===== config.mk =====
export PLATFORM = sky130hd
export DESIGN_NAME = cp0_regfile
export DESIGN_NICKNAME = d
export VERILOG_FILES = /design/src/rtl/cp0_regfile.sv
export SDC_FILE = /design/constraint.sdc
export NUM_CORES = 1
export LEC_CHECK = 0
export CORE_AREA = 3 3 86 88
export DETAILED_ROUTE_END_ITERATION = 10
export DIE_AREA = 0 0 89 91
export HOLD_SLACK_MARGIN = 0.06
export MAX_ROUTING_LAYER = met4
export PLACE_DENSITY = 0.78
export SLEW_MARGIN = 20
export SYNTH_ARGS = -nofsm -noshare
export SYNTH_HDL_FRONTEND = slang
export SYNTH_SLANG_ARGS = --single-unit

===== constraint.sdc =====
create_clock -name clk -period 1.7 [get_ports clk]
set_input_delay 0.425 -clock clk [delete_from_list [all_inputs] [get_ports clk]]
set_output_delay 0.425 -clock clk [all_outputs]
set_load 0.01 [all_outputs]

===== src/rtl/cp0_regfile.sv =====
// cp0_regfile: MIPS CP0 (SR, Cause, EPC, PRId) with interrupt sync and entry/ERET bookkeeping.
// Define CP0_COUNT_EN to add Count (sel 9) / Compare (sel 11) timer driving IP[15].
module cp0_regfile #(
  parameter logic [31:0] PRID_VALUE = 32'h0000_2295,
  parameter logic [29:0] EPC_RESET  = 30'h0000_0C00
) (
  input  logic        clk,
  input  logic        rst,
  input  logic [4:0]  sel,
  input  logic [31:0] din,
  input  logic        we,
  input  logic [29:0] pc,
  input  logic [5:0]  hwint,
  input  logic        exlset,
  input  logic        exlclr,
  output logic [31:0] dout,
  output logic [29:0] epc,
  output logic        intreq
);
  logic [5:0]  im, ip;
  logic        exl, ie;
  logic [4:0]  exccode;
  logic        ip5_next;
  logic [31:0] dout_tmr;
  logic        wr_sr, wr_epc;
  assign wr_sr  = we && sel == 5'd12;
  assign wr_epc = we && sel == 5'd14;
`ifdef CP0_COUNT_EN
  logic [31:0] count, compare;
  logic        timer_pending, cmp_armed, wr_count, wr_compare;
  assign wr_count   = we && sel == 5'd9;
  assign wr_compare = we && sel == 5'd11;
  // Compare only becomes live once written or once Count wraps, so reset Compare=0 cannot fire early
  always_ff @(posedge clk or posedge rst)
    if (rst) begin
      count         <= '0;
      compare       <= '0;
      timer_pending <= 1'b0;
      cmp_armed     <= 1'b0;
    end else begin
      count         <= wr_count ? din : count + 32'd1;
      compare       <= wr_compare ? din : compare;
      cmp_armed     <= cmp_armed | wr_compare | (!wr_count && count == 32'hFFFF_FFFF);
      timer_pending <= wr_compare ? 1'b0 : (timer_pending | (cmp_armed && count == compare));
    end
  assign ip5_next = hwint[5] | timer_pending;
  assign dout_tmr = sel == 5'd9 ? count : sel == 5'd11 ? compare : 32'd0;
`else
  assign ip5_next = hwint[5];
  assign dout_tmr = 32'd0;
`endif
  always_ff @(posedge clk or posedge rst)
    if (rst) begin
      im      <= '0;
      ip      <= '0;
      exl     <= 1'b0;
      ie      <= 1'b0;
      exccode <= '0;
      epc     <= EPC_RESET;
    end else begin
      ip      <= {ip5_next, hwint[4:0]};
      exl     <= exlset ? 1'b1 : exlclr ? 1'b0 : wr_sr ? din[1] : exl;
      im      <= wr_sr ? din[15:10] : im;
      ie      <= wr_sr ? din[0] : ie;
      exccode <= exlset ? 5'd0 : exccode;
      epc     <= exlset ? pc : wr_epc ? din[31:2] : epc;
    end
  assign intreq = (|(ip & im)) & ie & ~exl;
  always_comb
    dout = sel == 5'd12 ? {16'd0, im, 8'd0, exl, ie} :
           sel == 5'd13 ? {16'd0, ip, 3'd0, exccode, 2'd0} :
           sel == 5'd14 ? {epc, 2'd0} :
           sel == 5'd15 ? PRID_VALUE : dout_tmr;
endmodule

==> results.ini, run 1 <==
[cts]
cts_buffers = 5
clk_pin_slew_ps = 80
cts_tree = built
ctsRootBufferMaster = clkbuf_8
clkSinkCount = 44
htree_levels = 2
clk_latency_ps = 290
clk_path_buf_depth = 2

[synthesis]
netlist_instances = 272
async_flop_share_pct = 100
synth.distinct_cells = 27
syn_avg_cell_area_sq_um = 9.47
synth-edff-count = 0
ys_seq_area_share_pct = 42.9
yosysTopAreaCell = dfrtp_1
ys_ff_latch = 44
synth_top_area_share_pct = 40.8
synth.net_count = 350
synth_area_sq_um = 2570
synthTopCellsByArea = dfrtp_1 41%, nand4b_1 11%, o311ai_1 6.8%, o311ai_2 6.3%, nand2_1 5.5%
yosys_most_used_dff = dfrtp_1
ys_warn_count = 0
synth_common_cells = 42 x dfrtp_1, 38 x nand2_1, 33 x inv_1, 31 x nand4b_1, 21 x nor3_1
post-synth-top-count-cell = dfrtp_1

[power_and_ir_drop]
power_density_nw_per_um2 = 597
power_frac_seq_pct = 43.6
p_sw_mw = 0.826
combPwrFrac_pct = 32.7
power.internal_mw = 2.01
p_clk_share_pct = 23.8
vdd_drop_max_v = 0.000327
p_sw_share_pct = 29.1
power.leakage_nw = 2.14

[final_layout]
fill_cells = 501
syn_to_final_growth_pct = 84.6
nets = 525
layout-drive-gt1-share_pct = 37.1
diodes = 0
post-route-util_pct = 70.7

[timing]
fin_crit_ps = 1820
worstMarginPinSlew_ps = 367
finalHoldViolations = 0
maxSlewViolCount = 0
skew_ps = 0
rsz0062_at_grt = yes
timing.slew.headroom_pct = 75.5
setup_slack_ps = -120
finalCritPeriodShare_pct = 107
max_freq_mhz = 549
setup_viol = 26

[drt]
viasPerCell = 5.43
ant_nets = 0
first_pass_iters = 4
vias = 2869
wirelength_um = 9730
drc = 0
drt-initial-drc-count = 122
drt-wirelength-per-cell_um = 18.4

[floorplan]
core-area_sq_um = 6720
rows = 30
floorplan.initialDensity_pct = 38.3
ios = 141
dieArea_sq_um = 8100
die_y_um = 91
die-width_um = 89

[global_routing]
overflow = 0
antenna_found_initial = 0
grt_pass1_wl_um = 15400
grt_pass1_vias = 3038
grt_max_degree = 55
grt_use_total_pct = 24.7

[status]
outcome = finished, violations left
violations = negative setup slack

[worst_setup_path]
worstSetupStartpointType = primary input
required_ps = 1270
worstPathArrival_ps = 1400
end_kind = output pin
path_max_fanout = 5
criticalPathCategory = primary input to output pin

[placed_design]
gp_congestion = 0.874
post-dp-hpwl_um = 6380
port_buffers = 140
pre_cts_ws_ps = -864

[min_path]
hold_path.class = primary input to asynchronous set/reset pin

[run]
max-cap-violations = 0

[repair_timing]
item                                    CTS  global route
hold buffers                              0             0
endpoints found under the setup margin   53            36
gates resized for setup                 205            48
pin swaps                                12             9
cloned                                    4             0
buffers inserted                         16             5
[registers in the layout, indices dropped and copies added, names as in the netlist]
signal  cells
epc        30
ie          1
ip          6
exl         1
im          6
[cell usage in the layout, fill, tap and decap left out, types with 12 or more instances in the layout]
| master | count |
|---|---|
| o311ai_1 | 13 |
| buf_4 | 34 |
| nand2_1 | 38 |
| o311ai_2 | 17 |
| clkdlybuf4s50_1 | 90 |
| buf_6 | 14 |
| nor3_4 | 12 |
| buf_2 | 34 |
| inv_1 | 32 |
| nand4b_1 | 31 |
| dfrtp_1 | 42 |
[metal layers]
metal,share of wire [%],GRT usage [%],up-vias
met5,0,-,-
met4,1.0,5.83,0
met1,41,31.4,1412
met3,5.7,4.26,9
met2,52,40.8,118
li1,-,-,1330
[final cells by class]
cell class	instances	area, sq um	area share [%]
flip-flops and latches	44	1100	23.2
clock buffers	6	82.6	1.74
repair buffers	194	1820	38.2
well taps	80	100	2.11
clock inverters	2	10.0	0.211
inverters	33	124	2.61
multi-input cells	169	1520	31.9
[critical path: stages]
cell and delay (ps):
buf_6 90, nand4b_1 180, buf_6 160, buf_12 130
buf_12 140, nor3_4 110, buf_2 150
[per-stage QoR]
stage / area [sq um] / std cells / power (mW) / TNS (ps) / hold slack (ps)
CTS: 4540 / 525 / 2.81 / -1730 / 483
floorplan: 2570 / 272 / 1.57 / 0 / 456
global placement: 4260 / 497 / 2.04 / -34740 / 521
finish: 4750 / 528 / 2.84 / -1570 / 473
global route: 4750 / 528 / 2.98 / -3490 / 521
detailed placement: 4260 / 497 / 2.06 / -36670 / 537
[logic make-up (layout without fill, tap and decap cells)]
kind of cell           Yosys count  in the layout  share of synthesized area, %
AO/OA/AOI/OAI                   43             43                          16.6
flip-flops                      44             44                          42.9
buffers and inverters           59            235                          9.62
multiplexers                    12             12                          5.01
AND/OR/NAND/NOR                114            114                          25.9
[final timing paths]
path | slack (ps) | from | cells after the start | endpoint
worst max-delay path | -120 | sel[4] | 7 | dout[23]
worst min-delay path | 470 | rst | 3 | epc[19]
worst max register to register | 640 | epc[11] | 3 | epc[11]
worst min register to register | 550 | im[0] | 1 | im[0]
max in group asynchronous | 960 | rst | 3 | epc[11]
min in group clk | 550 | im[0] | 1 | im[0]
[power by group through the flow]
stage	logic, mW	registers, mW	clock network [mW]
2_1_floorplan	0.298	1.27	0
3_3_place_gp	0.793	1.25	0
3_5_place_dp	0.810	1.25	0
4_1_cts	0.875	1.23	0.698
5_1_grt	0.995	1.25	0.741
6_report	0.927	1.24	0.674
Power figures use the tool's default switching activity.
==> inputs of run 2 (changes only) <==
--- a/config.mk
+++ b/config.mk
@@ -11,7 +11,9 @@
 export HOLD_SLACK_MARGIN = 0.06
 export MAX_ROUTING_LAYER = met4
 export PLACE_DENSITY = 0.78
+export SKIP_CTS_REPAIR_TIMING = 1
 export SLEW_MARGIN = 20
 export SYNTH_ARGS = -nofsm -noshare
 export SYNTH_HDL_FRONTEND = slang
 export SYNTH_SLANG_ARGS = --single-unit
+export TNS_END_PERCENT = 100
==> run 2 against run 1 <==
Wire length is 1.4% higher. Combinational power rose by 0.5%. Hold slack got worse by 4.5 ps. Worst setup slack got worse by 50 ps. The flow still finishes with violations (negative setup slack). Clock skew is the same. Critical path type unchanged. Register-to-register slack barely moved. Via count rose by 1.4%. Die area stayed put.
==> results.ini, run 2 (synthesis gave the netlist of run 1 again) <==
[global_routing]
grt_pass1_vias = 2853  ; -6.1%
antenna_found_initial = 0  ; unchanged
overflow = 0  ; unchanged
grt_use_total_pct = 22.3  ; -2.5 points
grt_pass1_wl_um = 14000  ; -9.2%
grt_max_degree = 55  ; unchanged

[final_layout]
largest-register = epc
diodes = 0  ; unchanged
top_regs = epc: 30 flops, im: 6 flops, ip: 6 flops
post-route-util_pct = 71.1  ; +0.32 points
layout-drive-gt1-share_pct = 34.6  ; -2.4 points
syn_to_final_growth_pct = 85.4
nets = 522  ; -0.57%
final_area_sq_um = 4770  ; +0.45%
final_cell_mix = 94 x clkdlybuf4s50_1, 42 x dfrtp_1, 38 x nand2_1
largest_reg_flops = 30  ; unchanged
final_common_cell = clkdlybuf4s50_1

[timing]
timing.slew.headroom_pct = 75.3  ; -0.23 points
skew_ps = 0  ; unchanged
finalCritPeriodShare_pct = 110  ; +2.9 points
finalHoldViolations = 0  ; unchanged
setup_viol = 28  ; +7.7%
rsz0062_at_grt = yes
worstMarginPinSlew_ps = 371  ; +3.50 ps
max_freq_mhz = 535  ; -2.7%
maxSlewViolCount = 0  ; unchanged
fin_crit_ps = 1870  ; +50.0 ps
setup_slack_ps = -170  ; -50.0 ps

[drt]
drc = 0  ; unchanged
wirelength_um = 9870  ; +1.4%
drt-wirelength-per-cell_um = 18.8  ; +2.0%
drt-initial-drc-count = 178  ; +46%
ant_nets = 0  ; unchanged
viasPerCell = 5.54  ; +2.0%
vias = 2909  ; +1.4%
first_pass_iters = 5  ; +1

[power_and_ir_drop]
vdd_drop_max_v = 0.000301  ; -8.1%
power_density_nw_per_um2 = 596  ; -0.12%
power.leakage_nw = 2.17  ; +1.4%

[floorplan]
floorplan.initialDensity_pct = 38.3  ; unchanged
die_y_um = 91  ; unchanged
die-width_um = 89  ; unchanged
core-area_sq_um = 6720  ; unchanged
rows = 30  ; unchanged
dieArea_sq_um = 8100  ; unchanged
ios = 141  ; unchanged

[cts]
ctsRootBufferMaster = clkbuf_8
htree_levels = 2  ; unchanged
clk_latency_ps = 290  ; about the same
clk_pin_slew_ps = 80  ; about the same
clkSinkCount = 44  ; unchanged
cts_buffers = 5  ; unchanged
clk_path_buf_depth = 2  ; unchanged
cts_tree = built

[worst_setup_path]
worstPathArrival_ps = 1450  ; +50 ps
reg2reg_from = epc[11]
rr_worst_depth = 3  ; unchanged
criticalPathCategory = primary input to output pin
critical_path.cell_chain = buf_8 > nand4b_1 > buf_12 > clkbuf_16 > nor3_4 > buf_2
crit_cells = 6  ; -1
required_ps = 1270  ; about the same
end_kind = output pin
startpoint = sel[4]
cp_num_buf_inv = 4  ; -1
cp-endpoint = dout[26]
worstSetupStartpointType = primary input
cp_slowest_cell = nand4b_1
cp_slowest_stage_delay_ps = 280  ; +100 ps
cpLargestDelayFamily = buffers and inverters
path_max_fanout = 5  ; unchanged
r2r-end = epc[11]
rrSetupSlack_ps = 650  ; about the same

[status]
outcome = finished, violations left
violations = negative setup slack

[placed_design]
post-dp-hpwl_um = 6380  ; unchanged
port_buffers = 140  ; unchanged
gp_congestion = 0.874  ; unchanged
placed_area_sq_um = 4260  ; unchanged

[run]
max-cap-violations = 0  ; unchanged

[min_path]
hold_path.class = primary input to asynchronous set/reset pin

==> run 2: cell count changes in the layout (fill, tap and decap cells not counted), sizes merged <==
cell           previous run  this run
clkdlybuf4s50            90        94
dlymetal6s2s              5         8
dlygate4sd2               6         0
buf                      93        80
clkbuf                    6        15
==> run 2: routing by layer <==
metal,vias up,global-route usage (%),wire length (um)
met3,18,3.36,636
met1,1427,28.2,3980
met5,-,-,0
met2,134,36.9,5050
met4,0,5.96,209
li1,1330,-,-
==> run 2: per-stage QoR <==
stage          instances  worst slack (ps)  setup TNS (ps)  hold WS (ps)  power, mW
2_1_floorplan        272              53.7               0           456       1.57
3_3_place_gp         497              -844          -34740           521       2.04
3_5_place_dp         497              -864          -36670           537       2.06
4_1_cts              505              -882          -26790           483       2.75
5_1_grt              525              -207           -4330           516       2.99
6_report             525              -170           -3370           469       2.85
==> run 2: area by class of cell <==
| class | instances | area (sq um) |
|---|---|---|
| clock buffer | 6 | 82.6 |
| tap | 80 | 100 |
| inverter | 33 | 124 |
| clock inverter | 2 | 10.0 |
| fill | 507 | 1940 |
| multi-input combinational | 169 | 1490 |
| timing repair buffer | 191 | 1860 |
| sequential | 44 | 1100 |
==> run 2: report_power, final <==
group	total (mW)	internal, mW	switching (mW)
sequential	1.24	1.16	0.0841
clock	0.672	0.324	0.347
combinational	0.932	0.534	0.399
==> run 2: worst min-delay path by stage <==
stage | start | to | cells past startpoint
6_report | rst | epc[19] | 3
5_1_grt | rst | epc[19] | 3
4_1_cts | rst | epc[19] | 3
3_5_place_dp | im[0] | im[0] | 1
3_3_place_gp | im[0] | im[0] | 1
2_1_floorplan | hwint[0] | ip[0] | 0
==> run 2: worst min-delay path, delay by kind of cell <==
family / cells / cell delay, ps
buffers and inverters: 3 / 710
==> inputs of run 3 (changes only) <==
--- a/config.mk
+++ b/config.mk
@@ -6,8 +6,10 @@
 export NUM_CORES = 1
 export LEC_CHECK = 0
 export CORE_AREA = 3 3 86 88
+export CTS_BUF_LIST = sky130_fd_sc_hd__clkbuf_16
 export DETAILED_ROUTE_END_ITERATION = 10
 export DIE_AREA = 0 0 89 91
+export GPL_ROUTABILITY_DRIVEN = 0
 export HOLD_SLACK_MARGIN = 0.06
 export MAX_ROUTING_LAYER = met4
 export PLACE_DENSITY = 0.78
==> run 3 against run 2 <==
The run still ends with negative setup slack left. Global-route usage down 0.21 points. Cell area up 0.92%. Critical path depth unchanged. Utilization up 0.65 points. Clock-buffer cell count down 1. Register-to-register slack worse by 30 ps. Fmax down 0.19%. Via count up 1.0%. Wire length up 0.26%. Sequential power about the same. Largest cell class unchanged.
==> results.ini, run 3 (synthesis gave the netlist of run 1 again) <==
[final_layout]
layout-drive-gt1-share_pct = 34.4  ; -0.22 points
diodes = 0  ; unchanged
seqCellArea_sq_um = 1100  ; unchanged
largest_reg_flops = 30  ; unchanged
fill_cells = 495  ; -2.4%
post-route-util_pct = 71.7  ; +0.65 points
multi_input_area_sq_um = 1490  ; unchanged
largest-register = epc
top_regs = epc: 30 flops, im: 6 flops, ip: 6 flops
nets = 522  ; unchanged
syn_to_final_growth_pct = 87.1
final_cell_mix = 95 x clkdlybuf4s50_1, 42 x dfrtp_1, 38 x nand2_1
final_common_cell = clkdlybuf4s50_1
finalNonFillerCells = 525  ; unchanged

[power_and_ir_drop]
p_clk_share_pct = 29.5  ; +5.9 points
p_sw_share_pct = 27.8  ; -1.3 points
power_density_nw_per_um2 = 641  ; +7.5%
power.internal_mw = 2.23  ; +11%
vdd_drop_max_v = 0.000403  ; +34%
power_frac_seq_pct = 40.3  ; -3.3 points
power.leakage_nw = 2.18  ; +0.42%
combPwrFrac_pct = 30.3  ; -2.5 points
p_sw_mw = 0.859  ; +3.5%

[drt]
ant_nets = 0  ; unchanged
drt-wirelength-per-cell_um = 18.8  ; +0.26%
viasPerCell = 5.60  ; +1.0%
drc = 0  ; unchanged
first_pass_iters = 6  ; +1
wirelength_um = 9890  ; +0.26%
vias = 2938  ; +1.0%
drt-initial-drc-count = 164  ; -7.9%

[floorplan]
die_y_um = 91  ; unchanged
rows = 30  ; unchanged
die-width_um = 89  ; unchanged
core-area_sq_um = 6720  ; unchanged
ios = 141  ; unchanged
dieArea_sq_um = 8100  ; unchanged
floorplan.initialDensity_pct = 38.3  ; unchanged

[worst_setup_path]
required_ps = 1270  ; about the same
cpLargestDelayFamily = buffers and inverters
worstPathArrival_ps = 1450  ; about the same
critical_path.cell_chain = buf_8 > nand4b_1 > buf_12 > clkbuf_16 > nor3_4 > buf_2
cp_num_buf_inv = 4  ; unchanged
cp_slowest_cell = nand4b_1
criticalPathCategory = primary input to output pin
end_kind = output pin
path_max_fanout = 5  ; unchanged
cp_slowest_stage_delay_ps = 280  ; about the same
worstSetupStartpointType = primary input

[placed_design]
dp.cells = 497  ; unchanged
post-dp-hpwl_um = 6380  ; unchanged
port_buffers = 140  ; unchanged

[min_path]
hold_path.class = primary input to asynchronous set/reset pin

[timing]
finalHoldViolations = 0  ; unchanged
setup_slack_ps = -174  ; -3.62 ps
fin_crit_ps = 1870  ; +3.62 ps
skew_ps = 0  ; unchanged
worstMarginPinSlew_ps = 374  ; +3.11 ps
setup_viol = 28  ; unchanged
max_freq_mhz = 534  ; -0.19%
finalCritPeriodShare_pct = 110  ; +0.21 points
timing.slew.headroom_pct = 75.1  ; -0.21 points
maxSlewViolCount = 0  ; unchanged
rsz0062_at_grt = yes

[cts]
clk_pin_slew_ps = 60  ; -20 ps
ctsRootBufferMaster = clkbuf_16
cts_tree = built
clkSinkCount = 44  ; unchanged
clk_path_buf_depth = 2  ; unchanged
clk_latency_ps = 280  ; about the same
htree_levels = 2  ; unchanged
cts_buffers = 5  ; unchanged

[status]
violations = negative setup slack
outcome = finished, violations left

[global_routing]
grt_use_total_pct = 22.0  ; -0.21 points
antenna_found_initial = 0  ; unchanged
grt_pass1_wl_um = 13900  ; -0.29%
grt_pass1_vias = 2837  ; -0.56%
grt_max_degree = 55  ; unchanged
overflow = 0  ; unchanged

[run]
max-cap-violations = 0  ; unchanged

[run 3: cell count changes in the layout (fill, tap and decap cells not counted), sizes merged]
cell,previous run,this run
clkdlybuf4s50,94,95
clkbuf,15,14
dlymetal6s2s,8,7
clkinv,2,3
[run 3: power groups by stage]
stage | logic (mW) | registers, mW | clock network (mW)
floorplan | 0.298 | 1.27 | 0
global placement | 0.793 | 1.25 | 0
detailed placement | 0.810 | 1.25 | 0
CTS | 0.815 | 1.24 | 0.926
global route | 1.00 | 1.26 | 0.977
finish | 0.934 | 1.24 | 0.910
[run 3: final timing paths]
kind	start	endpoint	slack, ps	depth (start not counted)
min in group clk	ie	ie	570	1
setup / recovery	sel[4]	dout[27]	-170	6
setup reg to reg	epc[10]	epc[10]	620	3
max in group asynchronous	rst	epc[10]	940	3
hold / removal	rst	epc[19]	480	3
hold reg to reg	ie	ie	570	1
[run 3: worst reg2reg max path: stages (launching register included)]
cell,delay [ps]
dfstp_2,530
buf_4,120
inv_1,40
o311ai_1,290
[run 3: area by class of cell]
type                    instances  area share (%)
clock buffers                   5            2.60
clock inverters                 3           0.286
inverters                      33            2.57
multi-input cells             169            30.9
flip-flops and latches         44            22.9
well taps                      80            2.08
repair buffers                191            38.6
[run 3: stage by stage]
| stage | hold slack (ps) | TNS (ps) | worst slack (ps) | power (mW) | area (sq um) |
|---|---|---|---|---|---|
| 3_5_place_dp | 537 | -36670 | -864 | 2.06 | 4260 |
| 3_3_place_gp | 521 | -34740 | -844 | 2.04 | 4260 |
| 5_1_grt | 542 | -4280 | -207 | 3.23 | 4820 |
| 4_1_cts | 509 | -27010 | -882 | 2.98 | 4400 |
| 2_1_floorplan | 456 | 0 | 53.7 | 1.57 | 2570 |
| 6_report | 485 | -3480 | -174 | 3.09 | 4820 |
[run 3: metal layers]
layer  wire, um  global-route usage (%)
met1       4070                    28.1
met2       5000                    36.4
met3        665                    4.08
met4        163                    4.59
met5          0                       -
